**src/rtl/hazard_unit6.sv**
```systemverilog
`default_nettype none
// ============================================================================
//  Module      : hazard_unit6
//  Description : Stall/flush/forward control for a six-stage pipeline
//                (F D E B M W) with a shadow copy of downstream register
//                fields and saturating stall/redirect counters.
//  Revision    : 1.0 - initial release
// ============================================================================
module hazard_unit6 #(
    parameter logic [2:0] LOAD_SRC = 3'b001,
    parameter int         CNT_W    = 16
) (
    input  logic             clk,
    input  logic             reset,
    input  logic [4:0]       Rs1D,
    input  logic [4:0]       Rs2D,
    input  logic [4:0]       RdD,
    input  logic             RegWriteD,
    input  logic [2:0]       ResultSrcD,
    input  logic             PCSrcB0,
    output logic             StallF,
    output logic             StallD,
    output logic             FlushD,
    output logic             FlushE,
    output logic             FlushB,
    output logic [1:0]       ForwardAE,
    output logic [1:0]       ForwardBE,
    output logic             ForwardAD,
    output logic             ForwardBD,
    output logic [CNT_W-1:0] StallCnt,
    output logic [CNT_W-1:0] FlushCnt
);

    localparam logic [CNT_W-1:0] c_CNT_MAX = '1;

    logic [4:0]       r_Rs1E, r_Rs2E, r_RdE, r_RdB, r_RdM, r_RdW;
    logic             r_RegWriteE, r_RegWriteB, r_RegWriteM, r_RegWriteW;
    logic             r_LoadE, r_LoadB, r_LoadM;
    logic [CNT_W-1:0] r_stallCnt, r_flushCnt;

    logic w_loadD, w_hitE, w_hitB, w_lwStall;

    // Loads in B or M have no value yet on the bypass network, so they are skipped.
    function automatic logic [1:0] fwdSel(
        input logic [4:0] rs,
        input logic [4:0] rdB, input logic rwB, input logic ldB,
        input logic [4:0] rdM, input logic rwM, input logic ldM,
        input logic [4:0] rdW, input logic rwW
    );
        logic [1:0] sel;
        sel = 2'b00;
        if (rs != 5'd0) begin
            if (rwB && !ldB && rdB == rs)      sel = 2'b11;
            else if (rwM && !ldM && rdM == rs) sel = 2'b10;
            else if (rwW && rdW == rs)         sel = 2'b01;
        end
        return sel;
    endfunction

    assign w_loadD   = (ResultSrcD == LOAD_SRC);
    assign w_hitE    = r_LoadE & r_RegWriteE & (r_RdE != 5'd0) &
                       ((r_RdE == Rs1D) | (r_RdE == Rs2D));
    assign w_hitB    = r_LoadB & r_RegWriteB & (r_RdB != 5'd0) &
                       ((r_RdB == Rs1D) | (r_RdB == Rs2D));
    assign w_lwStall = w_hitE | w_hitB;

    always_comb begin
        StallF    = 1'b0;
        StallD    = 1'b0;
        FlushD    = 1'b1;
        FlushE    = 1'b1;
        FlushB    = 1'b1;
        ForwardAE = 2'b00;
        ForwardBE = 2'b00;
        ForwardAD = 1'b0;
        ForwardBD = 1'b0;
        if (!reset) begin
            // A taken redirect overrides a load-use stall; FlushB kills the wrong-path load.
            StallF    = w_lwStall & ~PCSrcB0;
            StallD    = w_lwStall & ~PCSrcB0;
            FlushD    = PCSrcB0;
            FlushE    = PCSrcB0 | w_lwStall;
            FlushB    = PCSrcB0;
            ForwardAE = fwdSel(r_Rs1E, r_RdB, r_RegWriteB, r_LoadB,
                               r_RdM, r_RegWriteM, r_LoadM, r_RdW, r_RegWriteW);
            ForwardBE = fwdSel(r_Rs2E, r_RdB, r_RegWriteB, r_LoadB,
                               r_RdM, r_RegWriteM, r_LoadM, r_RdW, r_RegWriteW);
            ForwardAD = r_RegWriteW & (r_RdW != 5'd0) & (r_RdW == Rs1D);
            ForwardBD = r_RegWriteW & (r_RdW != 5'd0) & (r_RdW == Rs2D);
        end
    end

    always_ff @(posedge clk) begin
        if (reset) begin
            r_Rs1E      <= '0;
            r_Rs2E      <= '0;
            r_RdE       <= '0;
            r_RegWriteE <= 1'b0;
            r_LoadE     <= 1'b0;
            r_RdB       <= '0;
            r_RegWriteB <= 1'b0;
            r_LoadB     <= 1'b0;
            r_RdM       <= '0;
            r_RegWriteM <= 1'b0;
            r_LoadM     <= 1'b0;
            r_RdW       <= '0;
            r_RegWriteW <= 1'b0;
            r_stallCnt  <= '0;
            r_flushCnt  <= '0;
        end else begin
            if (FlushE) begin
                r_Rs1E      <= '0;
                r_Rs2E      <= '0;
                r_RdE       <= '0;
                r_RegWriteE <= 1'b0;
                r_LoadE     <= 1'b0;
            end else begin
                r_Rs1E      <= Rs1D;
                r_Rs2E      <= Rs2D;
                r_RdE       <= RdD;
                r_RegWriteE <= RegWriteD;
                r_LoadE     <= w_loadD;
            end
            if (FlushB) begin
                r_RdB       <= '0;
                r_RegWriteB <= 1'b0;
                r_LoadB     <= 1'b0;
            end else begin
                r_RdB       <= r_RdE;
                r_RegWriteB <= r_RegWriteE;
                r_LoadB     <= r_LoadE;
            end
            r_RdM       <= r_RdB;
            r_RegWriteM <= r_RegWriteB;
            r_LoadM     <= r_LoadB;
            r_RdW       <= r_RdM;
            r_RegWriteW <= r_RegWriteM;
            if (StallD && r_stallCnt != c_CNT_MAX)
                r_stallCnt <= r_stallCnt + CNT_W'(1);
            if (PCSrcB0 && r_flushCnt != c_CNT_MAX)
                r_flushCnt <= r_flushCnt + CNT_W'(1);
        end
    end

    assign StallCnt = r_stallCnt;
    assign FlushCnt = r_flushCnt;

endmodule
`default_nettype wire

```
**config.mk**
```make
export PLATFORM = sky130hd
export DESIGN_NAME = hazard_unit6
export DESIGN_NICKNAME = d
export VERILOG_FILES = /design/src/rtl/hazard_unit6.sv
export SDC_FILE = /design/constraint.sdc
export NUM_CORES = 1
export LEC_CHECK = 0
export CAP_MARGIN = 20
export CORE_MARGIN = 4
export CORE_UTILIZATION = 25
export CTS_CLUSTER_SIZE = 12
export DETAILED_ROUTE_END_ITERATION = 10
export SLEW_MARGIN = 10
export SYNTH_ARGS = -nofsm -noshare
export SYNTH_HDL_FRONTEND = slang
export SYNTH_SLANG_ARGS = --single-unit
```
**constraint.sdc**
```tcl
create_clock -name clk -period 2.17 [get_ports clk]
set_input_delay 0.434 -clock clk [delete_from_list [all_inputs] [get_ports clk]]
set_output_delay 0.434 -clock clk [all_outputs]
set_load 0.02 [all_outputs]
```
==> metrics.md, run 1 <==
| Metric | Value |
|---|---|
| Routed WL | slightly below 9000 µm |
| PwrDens | 625 nW/µm² |
| Cts bufs inserted | 9 |
| WL/cell | around 13 µm |
| Final setup vio count | 10 |
| Leak Pwr | approximately 2.1 nW |
| Post-synthesis simple-gate area fraction | 0.260 |
| Share of the synthesized area in the top cell type | 0.416 |
| Nets | 491 |
| Violated checks | negative setup slack |
| Worst hold path type | reg2reg |
| Fin. Hold Viols | 0 |
| Post-Synth XOR/XNOR Area | 0.227 |
| First-pass GRT wire length | 13,800 µm |
| First-pass DRT Iterations | 4 |
| Largest net degree at the start of global routing | 22 |
| Slew Limit Fails | 0 |
| Final Critical Period | about 2.3 ns |
| Max-slew headroom | 0.761 |
| Hold slack | between 0.4 and 0.5 ns |
| Post-synthesis cell count | between 300 and 400 |
| Adder-cell share of the synthesized area | 0.00754 |
| Clk_skew | just over 0.005 ns |
| Fmax | ~430 MHz |
| Slew @ Worst Pin | 0.357 ns |
| DRC | 0 |
| Total power | approximately 3.1 mW |
| Top cells by area, synth | dfxtp_1, xor2_1, xnor2_1 |
| Delay of the slowest critical-path stage | approximately 0.54 ns |
| H-tree levels | 3 |
| Die Ht | 123 µm |
| Worst path required time | 1.74 ns |
| Detailed-route vias per instance | 4.38 |
| Rows | around 40 |
| FF-to-FF setup slack | -0.13 ns |
| CTS sink cnt | between 60 and 70 |
| Hold Path Depth | 1 |
| Maximum vdd drop | 409 µV |
| RSZ-0062 raised after global routing | yes |
| Synth unique cells | 39 |
| Root Buffer | clkbuf_16 |
| Mux contribution to synthesized area | 0.00604 |
| Most common cell after layout, fill and taps aside | xor2_1 |
| Final core utilization | 0.383 |
| Clk_lat worst skew | roughly 0.34 ns |
| I/O Buffers | 64 |
| Most frequent cells in the layout | xor2_1, dfxtp_1, buf_4 |
| Status | complete, but fails checks |
| Final period utilization | 1.07 |
| Top cell type by total area after synthesis | dfxtp_1 |
| ANT nets after route | 0 |
| Largest family of logic cells by synthesized area | simple AND/OR/NAND/NOR gates |
| Setup crit start kind | flip-flop |
| Die W | between 100 and 150 µm |
| Die area | 15,200 µm² |
| Initial DRC count | 101 |
| Filler cells | 1,322 |
| Synth Net Count | approximately 390 |
| Clk slew on worst S/H paths | 0.06 ns |
| Routability cong. | between 0.8 and 0.9 |
| Max cap viols | 0 |
| Remaining global-route overflow | 0 |
| Vias in the first global route | between 2,000 and 3,000 |
| CTS tree | done |
| Pre-CTS setup slack | -0.705 ns |
| Longest Clk Path Bufs | 2 |
| Compound-Gate Fraction of Synth Area | 0.0509 |
| Synth Warn # | 0 |
| Post-Syn Area per Cell | about 9.1 µm² |
| Initial Utilization | 0.259 |
| Critical path endpoint category | output pin |
| Total GRT Usage | 0.118 |
| Slowest CP cell | or4_4 |
| Critical path type | reg2out |
| DR vias | between 2,000 and 3,000 |
| Final worst slack | -0.161 ns |
| Layout cell share with drive strength beyond 1 | 0.250 |
| # diodes | 0 |
| Worst endpoint data arrival time | approximately 1.9 ns |
| Post-synthesis sequential area ratio | 0.416 |
| Critical-path cell list | or4_4 > o211ai_1 > o22ai_4 > and2_4 > buf_6 |
| Worst reg-to-reg path cell count | 11 |
| Initial antenna violation count | 0 |
| Yosys reg bits | 69 |
| Post-DP HPWL | around 6400 µm |
| Synth-to-layout area growth | 48.1% |
| Post-Syn Area | approximately 3300 µm² |
| CP Max Fanout | 3 |
| Core area | 12,800 µm² |
| Boundary Pins | between 60 and 70 |
routing by layer:
layer  wire, µm  GRT usage
met1       3900      0.140
met3        427     0.0416
met4        244     0.0609
met5          0          0
met2       4090      0.188
registers in the layout (all words and copies together), names as in the netlist:
| name | cells |
|---|---|
| r_LoadB | 1 |
| r_RegWriteB | 1 |
| r_RdB | 5 |
| FlushCnt | 16 |
| r_Rs1E | 5 |
| r_LoadM | 1 |
| r_RegWriteE | 1 |
| r_RegWriteM | 1 |
| r_LoadE | 1 |
| r_RdE | 5 |
| r_RegWriteW | 1 |
| StallCnt | 16 |
| r_RdW | 5 |
| r_Rs2E | 5 |
| r_RdM | 5 |
what timing repair did:
item	4_1_cts	5_1_grt
gates resized for setup	83	33
buffers inserted	0	5
pin swaps	12	12
setup endpoints to repair	14	15
hold buffers	0	0
layout make-up:
type                       count  area, µm²  area share
multi-input combinational    271       1950       0.398
sequential                    69       1400       0.285
timing repair buffer         113       1030       0.210
clock buffer                  10        239      0.0487
tap                          172        215      0.0438
clock inverter                 6       62.6      0.0127
inverter                       3       11.3     0.00229
worst paths after layout:
check                    from     endpoint
setup / recovery     r_RdE[3]       StallD
hold / removal    r_RegWriteM  r_RegWriteW
hold reg to reg   r_RegWriteM  r_RegWriteW
setup reg to reg     r_RdE[1]  StallCnt[5]
kinds of logic after synthesis:
family | count (synthesis)
and+or+nand+nor | 157
DFF | 69
AOI/OAI and AO/OA | 24
buffers and inverters | 24
xor gates and xnor gates | 86
adders and majority gates | 2
muxes | 2
worst max-delay path, delay by kind of cell (launching register included):
family / cells / cell delay [ns]
buffers and inverters: 1 / 0.12
AND/OR/NAND/NOR: 2 / 0.73
AO/OA/AOI/OAI: 2 / 0.40
flip-flops: 1 / 0.31
where the power goes:
| group | internal, mW | switching [mW] | total (mW) |
|---|---|---|---|
| Sequential | 1.29 | 0.0254 | 1.31 |
| Combinational | 0.142 | 0.127 | 0.269 |
| Clock | 0.916 | 0.571 | 1.49 |
| Total | 2.35 | 0.724 | 3.07 |
Yosys cell counts, drive strengths merged:
library cell   n
a21oi          8
o21bai         2
a22oi          2
buf           10
o21a           1
nand3         19
or4            6
or3            3
o21ai          4
and4           1
inv            3
nor3           4
o211ai         2
nor2          38
o31ai          1
nand2         10
o22ai          1
xor2          68
mux2i          2
dfxtp         69
o2111ai        1
nor3b          1
nand4         14
clkbuf        11
a31oi          1
nor4           8
nor2b         17
nand3b         1
nor4b          1
and2          24
o31a           1
and3          10
xnor2         18
ha             2
metrics by stage:
step | setup TNS [ns] | instance area, µm² | cells
final | -0.890 | 4910 | 644
after global routing | -2.60 | 4910 | 644
after CTS | -0.818 | 4760 | 639
after detailed placement | -10.29 | 4420 | 623
after global placement | -10.30 | 4420 | 623
after floorplan | 0 | 3340 | 364
Power figures use the tool's default switching activity.
==> run 2: changes to the inputs <==
--- a/config.mk
+++ b/config.mk
@@ -6,9 +6,9 @@
 export NUM_CORES = 1
 export LEC_CHECK = 0
-export CAP_MARGIN = 20
 export CORE_MARGIN = 4
-export CORE_UTILIZATION = 25
+export CORE_UTILIZATION = 47
 export CTS_CLUSTER_SIZE = 12
 export DETAILED_ROUTE_END_ITERATION = 10
+export PLACE_DENSITY = 0.77
 export SLEW_MARGIN = 10
 export SYNTH_ARGS = -nofsm -noshare
==> constraint.sdc (replaced) <==
create_clock -name clk -period 2.17 [get_ports clk]
set_input_delay 0.3255 -clock clk [delete_from_list [all_inputs] [get_ports clk]]
set_output_delay 0.3255 -clock clk [all_outputs]
set_load 0.02 [all_outputs]
==> run 2 against run 1 <==
Global-route usage is 6.5 points higher; clock power is 13% lower; largest cell class unchanged; sequential cell count stayed put; non-clock buffer count is 3 lower; worst setup slack better by 0.089 ns; highest routed layer unchanged; critical path depth is 1 higher; sequential power hardly changed; the run still ends with negative setup slack left.
==> metrics.md, run 2 (same netlist as run 1, synthesis figures left out) <==
| Metric | Value |
|---|---|
| PwrDens | 614 nW/µm² (was 625 nW/µm²) |
| DRC | 0 (unchanged) |
| Fin. Hold Viols | 0 (unchanged) |
| Hold Path Depth | 2 (was 1) |
| Worst path required time | 1.84 ns (was 1.74 ns) |
| Hold Startpoint | Rs2D[3] (was r_RegWriteM) |
| Dpl cells | 544 (was 623) |
| Routed WL | 7820 µm (was 8660 µm) |
| Die area | 8460 µm² (was 15,200 µm²) |
| Longest Clk Path Bufs | 2 (unchanged) |
| Routability cong. | 0.810 (was 0.859) |
| Initial Utilization | 0.486 (was 0.259) |
| Bufs and invs on worst path | 2 (was 1) |
| Setup tns final | -0.200 ns (was -0.890 ns) |
| Final core utilization | 0.682 (was 0.383) |
| # diodes | 0 (unchanged) |
| Violated checks | negative setup slack (unchanged) |
| Maximum vdd drop | 429 µV (was 409 µV) |
| Critical-path cell list | or4_4 > o211ai_1 > o22ai_4 > nor2_4 > inv_2 > buf_6 (was or4_4 > o211ai_1 > o22ai_4 > and2_4 > buf_6) |
| Die Ht | 92.0 µm (was 123 µm) |
| Slowest CP cell | or4_4 (unchanged) |
| Critical path endpoint category | output pin (unchanged) |
| Status | complete, but fails checks (unchanged) |
| Max cap viols | 0 (unchanged) |
| Worst endpoint data arrival time | 1.92 ns (was 1.90 ns) |
| Clk_lat worst skew | 0.35 ns (was 0.34 ns) |
| Clk slew on worst S/H paths | 0.07 ns (was 0.06 ns) |
| Core area | 6830 µm² (was 12,800 µm²) |
| Final Instance Count excl. Fillers | 565 (was 644) |
| Largest net degree at the start of global routing | 30 (was 22) |
| FF-to-FF setup slack | 0 ns (was -0.13 ns) |
| Final worst slack | -0.0723 ns (was -0.161 ns) |
| Delay of the slowest critical-path stage | 0.53 ns (was 0.54 ns) |
| CTS tree | done (unchanged) |
| Detailed-route vias per instance | 5.06 (was 4.38) |
| WHS Endpoint | r_Rs2E[3] (was r_RegWriteW) |
| Final setup vio count | 3 (was 10) |
| I/O Buffers | 64 (unchanged) |
| Worst flop-to-flop path endpoint | StallCnt[8] (was StallCnt[5]) |
| Total GRT Usage | 0.183 (was 0.118) |
| Nets | 488 (was 491) |
| Clk_skew | 0.00904 ns (was 0.00520 ns) |
| Leak Pwr | 2.04 nW (was 2.09 nW) |
| Slew @ Worst Pin | 0.350 ns (was 0.357 ns) |
| Layout cell share with drive strength beyond 1 | 0.205 (was 0.250) |
| Post-DP HPWL | 5630 µm (was 6410 µm) |
| WL/cell | 13.8 µm (was 13.5 µm) |
| Pre-CTS setup slack | -0.506 ns (was -0.705 ns) |
| First-pass DRT Iterations | 5 (was 4) |
| Root Buffer | clkbuf_8 (was clkbuf_16) |
| Worst reg-to-reg path cell count | 9 (was 11) |
| Vias in the first global route | 2,759 (was 2,847) |
| Synth-to-layout area growth | 40.4% (was 48.1%) |
| RR Startpoint | r_RdE[1] (unchanged) |
| Slew Limit Fails | 0 (unchanged) |
| Cts bufs inserted | 9 (unchanged) |
| Die W | 92.0 µm (was 123 µm) |
| Critical path type | reg2out (unchanged) |
| Initial antenna violation count | 0 (unchanged) |
| Filler cells | 554 (was 1,322) |
| Most common cell after layout, fill and taps aside | xor2_1 (unchanged) |
| Remaining global-route overflow | 0 (unchanged) |
| Initial DRC count | 74 (was 101) |
| Final period utilization | 1.03 (was 1.07) |
| Rows | 30 (was 41) |
| Boundary Pins | 65 (unchanged) |
| Final Critical Period | 2.24 ns (was 2.33 ns) |
| H-tree levels | 3 (unchanged) |
| DR vias | 2,860 (was 2,819) |
| Worst hold path type | in2reg (was reg2reg) |
| RSZ-0062 raised after global routing | yes (unchanged) |
| Setup crit start kind | flip-flop (unchanged) |
| Most frequent cells in the layout | xor2_1, dfxtp_1, clkdlybuf4s50_1 (was xor2_1, dfxtp_1, buf_4) |
| First-pass GRT wire length | 12,500 µm (was 13,800 µm) |
| Largest delay contributor family on the critical path | simple AND/OR/NAND/NOR gates (unchanged) |
| CTS sink cnt | 69 (unchanged) |
| Max-slew headroom | 0.765 (was 0.761) |
| Fmax | 446 MHz (was 429 MHz) |
| CP Max Fanout | 3 (unchanged) |
| ANT nets after route | 0 (unchanged) |
## run 2: changes by cell type in the layout (fill, tap and decap cells not counted), sizes merged
cell / delta
clkinvlp: -1
clkinv: -1
clkdlybuf4s50: +6
bufinv: +2
dlygate4sd2: -3
clkdlybuf4s15: -2
dlymetal6s2s: -1
buf: -3
## run 2: worst max path at each step
stage                        start  endpoint  slack [ns]  depth (start not counted)
after floorplan           r_RdB[1]    StallF       0.008                          7
after global placement     Rs2D[0]    StallD       -0.49                          7
after CTS                 r_RdE[1]    StallD       -0.13                          5
final                     r_RdE[1]    FlushE       -0.07                          6
after detailed placement   Rs2D[3]    StallD       -0.51                          7
after global routing      r_RdE[1]    FlushE       -0.14                          6
## run 2: stage by stage
step	instance area, µm²	hold WS [ns]	total power [mW]
2_1_floorplan	3320	0.402	1.46
3_3_place_gp	4290	0.441	1.58
3_5_place_dp	4290	0.444	1.59
4_1_cts	4530	0.451	2.86
5_1_grt	4660	0.383	2.96
6_report	4660	0.349	2.86
## run 2: cell type report
| cell class | instances | area [µm²] | area share |
|---|---|---|---|
| Tap cell | 96 | 120 | 0.0258 |
| Timing Repair Buffer | 110 | 982 | 0.211 |
| Clock inverter | 6 | 110 | 0.0236 |
| Sequential cell | 69 | 1390 | 0.299 |
| Inverter | 3 | 11.3 | 0.00242 |
| Multi-Input combinational cell | 271 | 1900 | 0.409 |
| Clock buffer | 10 | 138 | 0.0296 |
## run 2: repair_timing
item,in CTS,in global routing
pin swaps,6,9
gates resized for setup,51,31
endpoints found under the hold margin,0,0
hold buffers,0,0
buffers inserted,1,5
setup endpoints to repair,13,14
## run 2: where the power goes
part | internal (mW) | total [mW] | switching [mW]
clock network | 0.792 | 1.29 | 0.494
registers | 1.28 | 1.31 | 0.0255
logic | 0.141 | 0.262 | 0.121
## run 2: routing by layer
layer	GRT usage	part of all wire	vias up
li1	-	-	1416
met1	0.221	0.43	1353
met2	0.316	0.50	80
met3	0.0525	0.052	11
met4	0.0520	0.0092	0
met5	0	0	-
==> run 3: changes to the inputs <==
Settings changed: ABC_AREA set to 1, CORE_UTILIZATION 47 to 48, PLACE_DENSITY 0.77 to 0.81.
==> run 3 against run 2 <==
The flow now finishes without violations; utilization fell by 3.1 points; die area rose by 12%; count of clock-buffer cells in the layout rose by 5; critical path type is now in2out; critical path depth fell by 1; worst hold slack improved by 0.070 ns; register-to-register slack improved by 0.19 ns; global-route usage rose by 4.3 points.
==> metrics.md, run 3 <==
| Metric | Value |
|---|---|
| Status | finished, final reports clean (was complete, but fails checks) |
| Post-Syn Area per Cell | 6.87 µm² (was 9.11 µm²) |
| Yosys reg bits | 69 (unchanged) |
| Total GRT Usage | 0.226 (was 0.183) |
| Clk_skew | 0.00842 ns (was 0.00904 ns) |
| Clk network pwr share | 0.375 (was 0.450) |
| Top cells by area, synth | dfxtp_1, nand2_1, inv_1 (was dfxtp_1, xor2_1, xnor2_1) |
| Reg power frac | 0.518 (was 0.458) |
| Mux contribution to synthesized area | 0 (was 0.00604) |
| Post-DP HPWL | 7950 µm (was 5630 µm) |
| Clk_lat worst skew | 0.34 ns (was 0.35 ns) |
| I/O Buffers | 64 (unchanged) |
| Post-Synth XOR/XNOR Area | 0.0686 (was 0.227) |
| PwrDens | 503 nW/µm² (was 614 nW/µm²) |
| Synth unique cells | 39 (unchanged) |
| Setup crit start kind | input pin (was flip-flop) |
| Fmax | 488 MHz (was 446 MHz) |
| Cts bufs inserted | 9 (unchanged) |
| Final Instance Count excl. Fillers | 771 (was 565) |
| ANT nets after route | 0 (unchanged) |
| Ys flop type | dfxtp_1 (unchanged) |
| Initial Utilization | 0.496 (was 0.486) |
| P_int | 1.89 mW (was 2.22 mW) |
| Rows | 32 (was 30) |
| Delay of the slowest critical-path stage | 0.45 ns (was 0.53 ns) |
| Post-synth top cells | nand2_1, inv_1, nor2_1, dfxtp_1, a21oi_1 (was dfxtp_1, xor2_1, nor2_1, and2_1, nand3_1) |
| Routed WL | 10,700 µm (was 7820 µm) |
| Compound-Gate Fraction of Synth Area | 0.121 (was 0.0509) |
| WL/cell | 13.9 µm (was 13.8 µm) |
| Initial antenna violation count | 0 (unchanged) |
| Slew Limit Fails | 0 (unchanged) |
| Count of flip-flops with a built-in enable after synthesis | 0 (unchanged) |
| Final period utilization | 0.945 (was 1.03) |
| First-pass DRT Iterations | 5 (unchanged) |
| Max cap viols | 0 (unchanged) |
| Post-synthesis sequential area ratio | 0.361 (was 0.416) |
| Detailed-route vias per instance | 5.26 (was 5.06) |
| Critical path type | in2out (was reg2out) |
| Die W | 97.3 µm (was 92.0 µm) |
| Worst hold path type | reg2reg (was in2reg) |
| Remaining global-route overflow | 0 (unchanged) |
| H-tree levels | 3 (unchanged) |
| Critical path endpoint category | output pin (unchanged) |
| Setup tns final | 0 ns (was -0.200 ns) |
| Nets | 688 (was 488) |
| Worst endpoint data arrival time | 1.73 ns (was 1.92 ns) |
| Boundary Pins | 65 (unchanged) |
| Post-Syn Area | 3830 µm² (was 3320 µm²) |
| Slowest CP cell | clkdlybuf4s50_1 (was or4_4) |
| Initial DRC count | 195 (was 74) |
| DR vias | 4,059 (was 2,860) |
| CTS tree | done (unchanged) |
| Hold slack | 0.419 ns (was 0.349 ns) |
| Most frequent cells in the layout | nand2_1, inv_1, nor2_1 (was xor2_1, dfxtp_1, clkdlybuf4s50_1) |
| CTS sink cnt | 69 (unchanged) |
| Synth Net Count | 582 (was 388) |
| Slew @ Worst Pin | 0.509 ns (was 0.350 ns) |
| Final setup vio count | 0 (was 3) |
| Top cell type by total area after synthesis | dfxtp_1 (unchanged) |
| DRC | 0 (unchanged) |
| Largest net degree at the start of global routing | 36 (was 30) |
| Fin. Hold Viols | 0 (unchanged) |
| Count leader, synth | nand2_1 (was dfxtp_1) |
| Most common cell after layout, fill and taps aside | nand2_1 (was xor2_1) |
| CP Max Fanout | 5 (was 3) |
| # hold bufs at CTS | 0 (unchanged) |
| Synth Warn # | 0 (unchanged) |
| Worst path required time | 1.84 ns (about the same) |
| Pre-CTS setup slack | -0.516 ns (was -0.506 ns) |
| Die Ht | 97.3 µm (was 92.0 µm) |
| Sw Share | 0.252 (was 0.224) |
| Longest Clk Path Bufs | 2 (unchanged) |
| Switch Pwr | 0.638 mW (was 0.641 mW) |
| Core area | 7730 µm² (was 6830 µm²) |
| Routability cong. | 0.938 (was 0.810) |
| Critical-path cell list | clkdlybuf4s50_1 > inv_1 > o21ai_0 > nor4_1 > dlygate4sd2_1 (was or4_4 > o211ai_1 > o22ai_4 > nor2_4 > inv_2 > buf_6) |
| Final Critical Period | 2.05 ns (was 2.24 ns) |
| Max-slew headroom | 0.656 (was 0.765) |
| Final worst slack | 0.119 ns (was -0.0723 ns) |
| # diodes | 0 (unchanged) |
| RSZ-0062 raised after global routing | no (was yes) |
| Ys async rst share | 0 (unchanged) |
| Layout cell share with drive strength beyond 1 | 0.169 (was 0.205) |
| Die area | 9480 µm² (was 8460 µm²) |
| Share of the synthesized area in the top cell type | 0.361 (was 0.416) |
| Logic pwr share | 0.107 (was 0.092) |
| Dpl cells | 755 (was 544) |
| Root Buffer | clkbuf_8 (unchanged) |
| Largest family of logic cells by synthesized area | simple AND/OR/NAND/NOR gates (unchanged) |
| Clk slew on worst S/H paths | 0.07 ns (about the same) |
| Leak Pwr | 2.07 nW (was 2.04 nW) |
| Vias in the first global route | 3,991 (was 2,759) |
| Adder-cell share of the synthesized area | 0.00653 (was 0.00754) |
| Post-synthesis simple-gate area fraction | 0.341 (was 0.260) |
| Maximum vdd drop | 289 µV (was 429 µV) |
| First-pass GRT wire length | 18,000 µm (was 12,500 µm) |
| Synth-to-layout area growth | 31.2% (was 40.4%) |
| Post-synthesis cell count | 558 (was 364) |
## run 3: path summary, 6_finish.rpt
kind	from	slack, ns	cells past startpoint	endpoint
min	r_RegWriteM	0.42	2	r_RegWriteW
max reg2reg	StallCnt[1]	0.19	10	StallCnt[0]
min reg2reg	r_RegWriteM	0.42	2	r_RegWriteW
max	reset	0.12	5	ForwardAD
## run 3: power groups by stage
stage          logic, mW  registers, mW  clock network [mW]
2_1_floorplan      0.138           1.33                   0
3_3_place_gp       0.269           1.34                   0
3_5_place_dp       0.274           1.34                   0
4_1_cts            0.269           1.31               0.968
5_1_grt            0.301           1.31                1.03
6_report           0.271           1.31               0.947
## run 3: cells by family (layout without fill, tap and decap cells)
logic type | Yosys count | count (layout)
and+or+nand+nor | 290 | 290
buffers and inverters | 93 | 204
AOI/OAI and AO/OA | 74 | 74
DFF | 69 | 69
xor gates and xnor gates | 30 | 30
adders and majority gates | 2 | 2
## run 3: layout make-up
type | instances | area, µm²
sequential | 69 | 1390
clock inverter | 1 | 5.00
multi-input combinational | 396 | 2090
fill | 686 | 2700
tap | 102 | 128
inverter | 78 | 293
clock buffer | 15 | 166
timing repair buffer | 110 | 955
## run 3: what timing repair did
action / 4_1_cts / 5_1_grt
resized for setup: 40 / 22
buffers inserted: 0 / 0
setup endpoints to repair: 11 / 9
gates cloned: 0 / 0
pin swaps: 1 / 3
endpoints found under the hold margin: 0 / 0
## run 3: worst max-delay path, delay by kind of cell
kind            cells  cell delay, ns
compound gates      1            0.12
buf+inv             3            1.02
simple gates        1            0.26
## run 3: per-stage QoR
step | total power, mW | utilization | instance area [µm²]
after CTS | 2.54 | 0.649 | 5010
final | 2.53 | 0.650 | 5020
after detailed placement | 1.61 | 0.627 | 4850
after global routing | 2.64 | 0.650 | 5020
after floorplan | 1.47 | - | 3830
after global placement | 1.61 | 0.627 | 4850
## run 3: routing by layer
layer  wire length [µm]  up-vias  share of wire  GRT usage
met5                  0        -              0          0
met1               4690     1847           0.44      0.286
li1                   -     2021              -          -
met4                209        0          0.020     0.0841
met3                692       28          0.065     0.0531
met2               5100      163           0.48      0.374
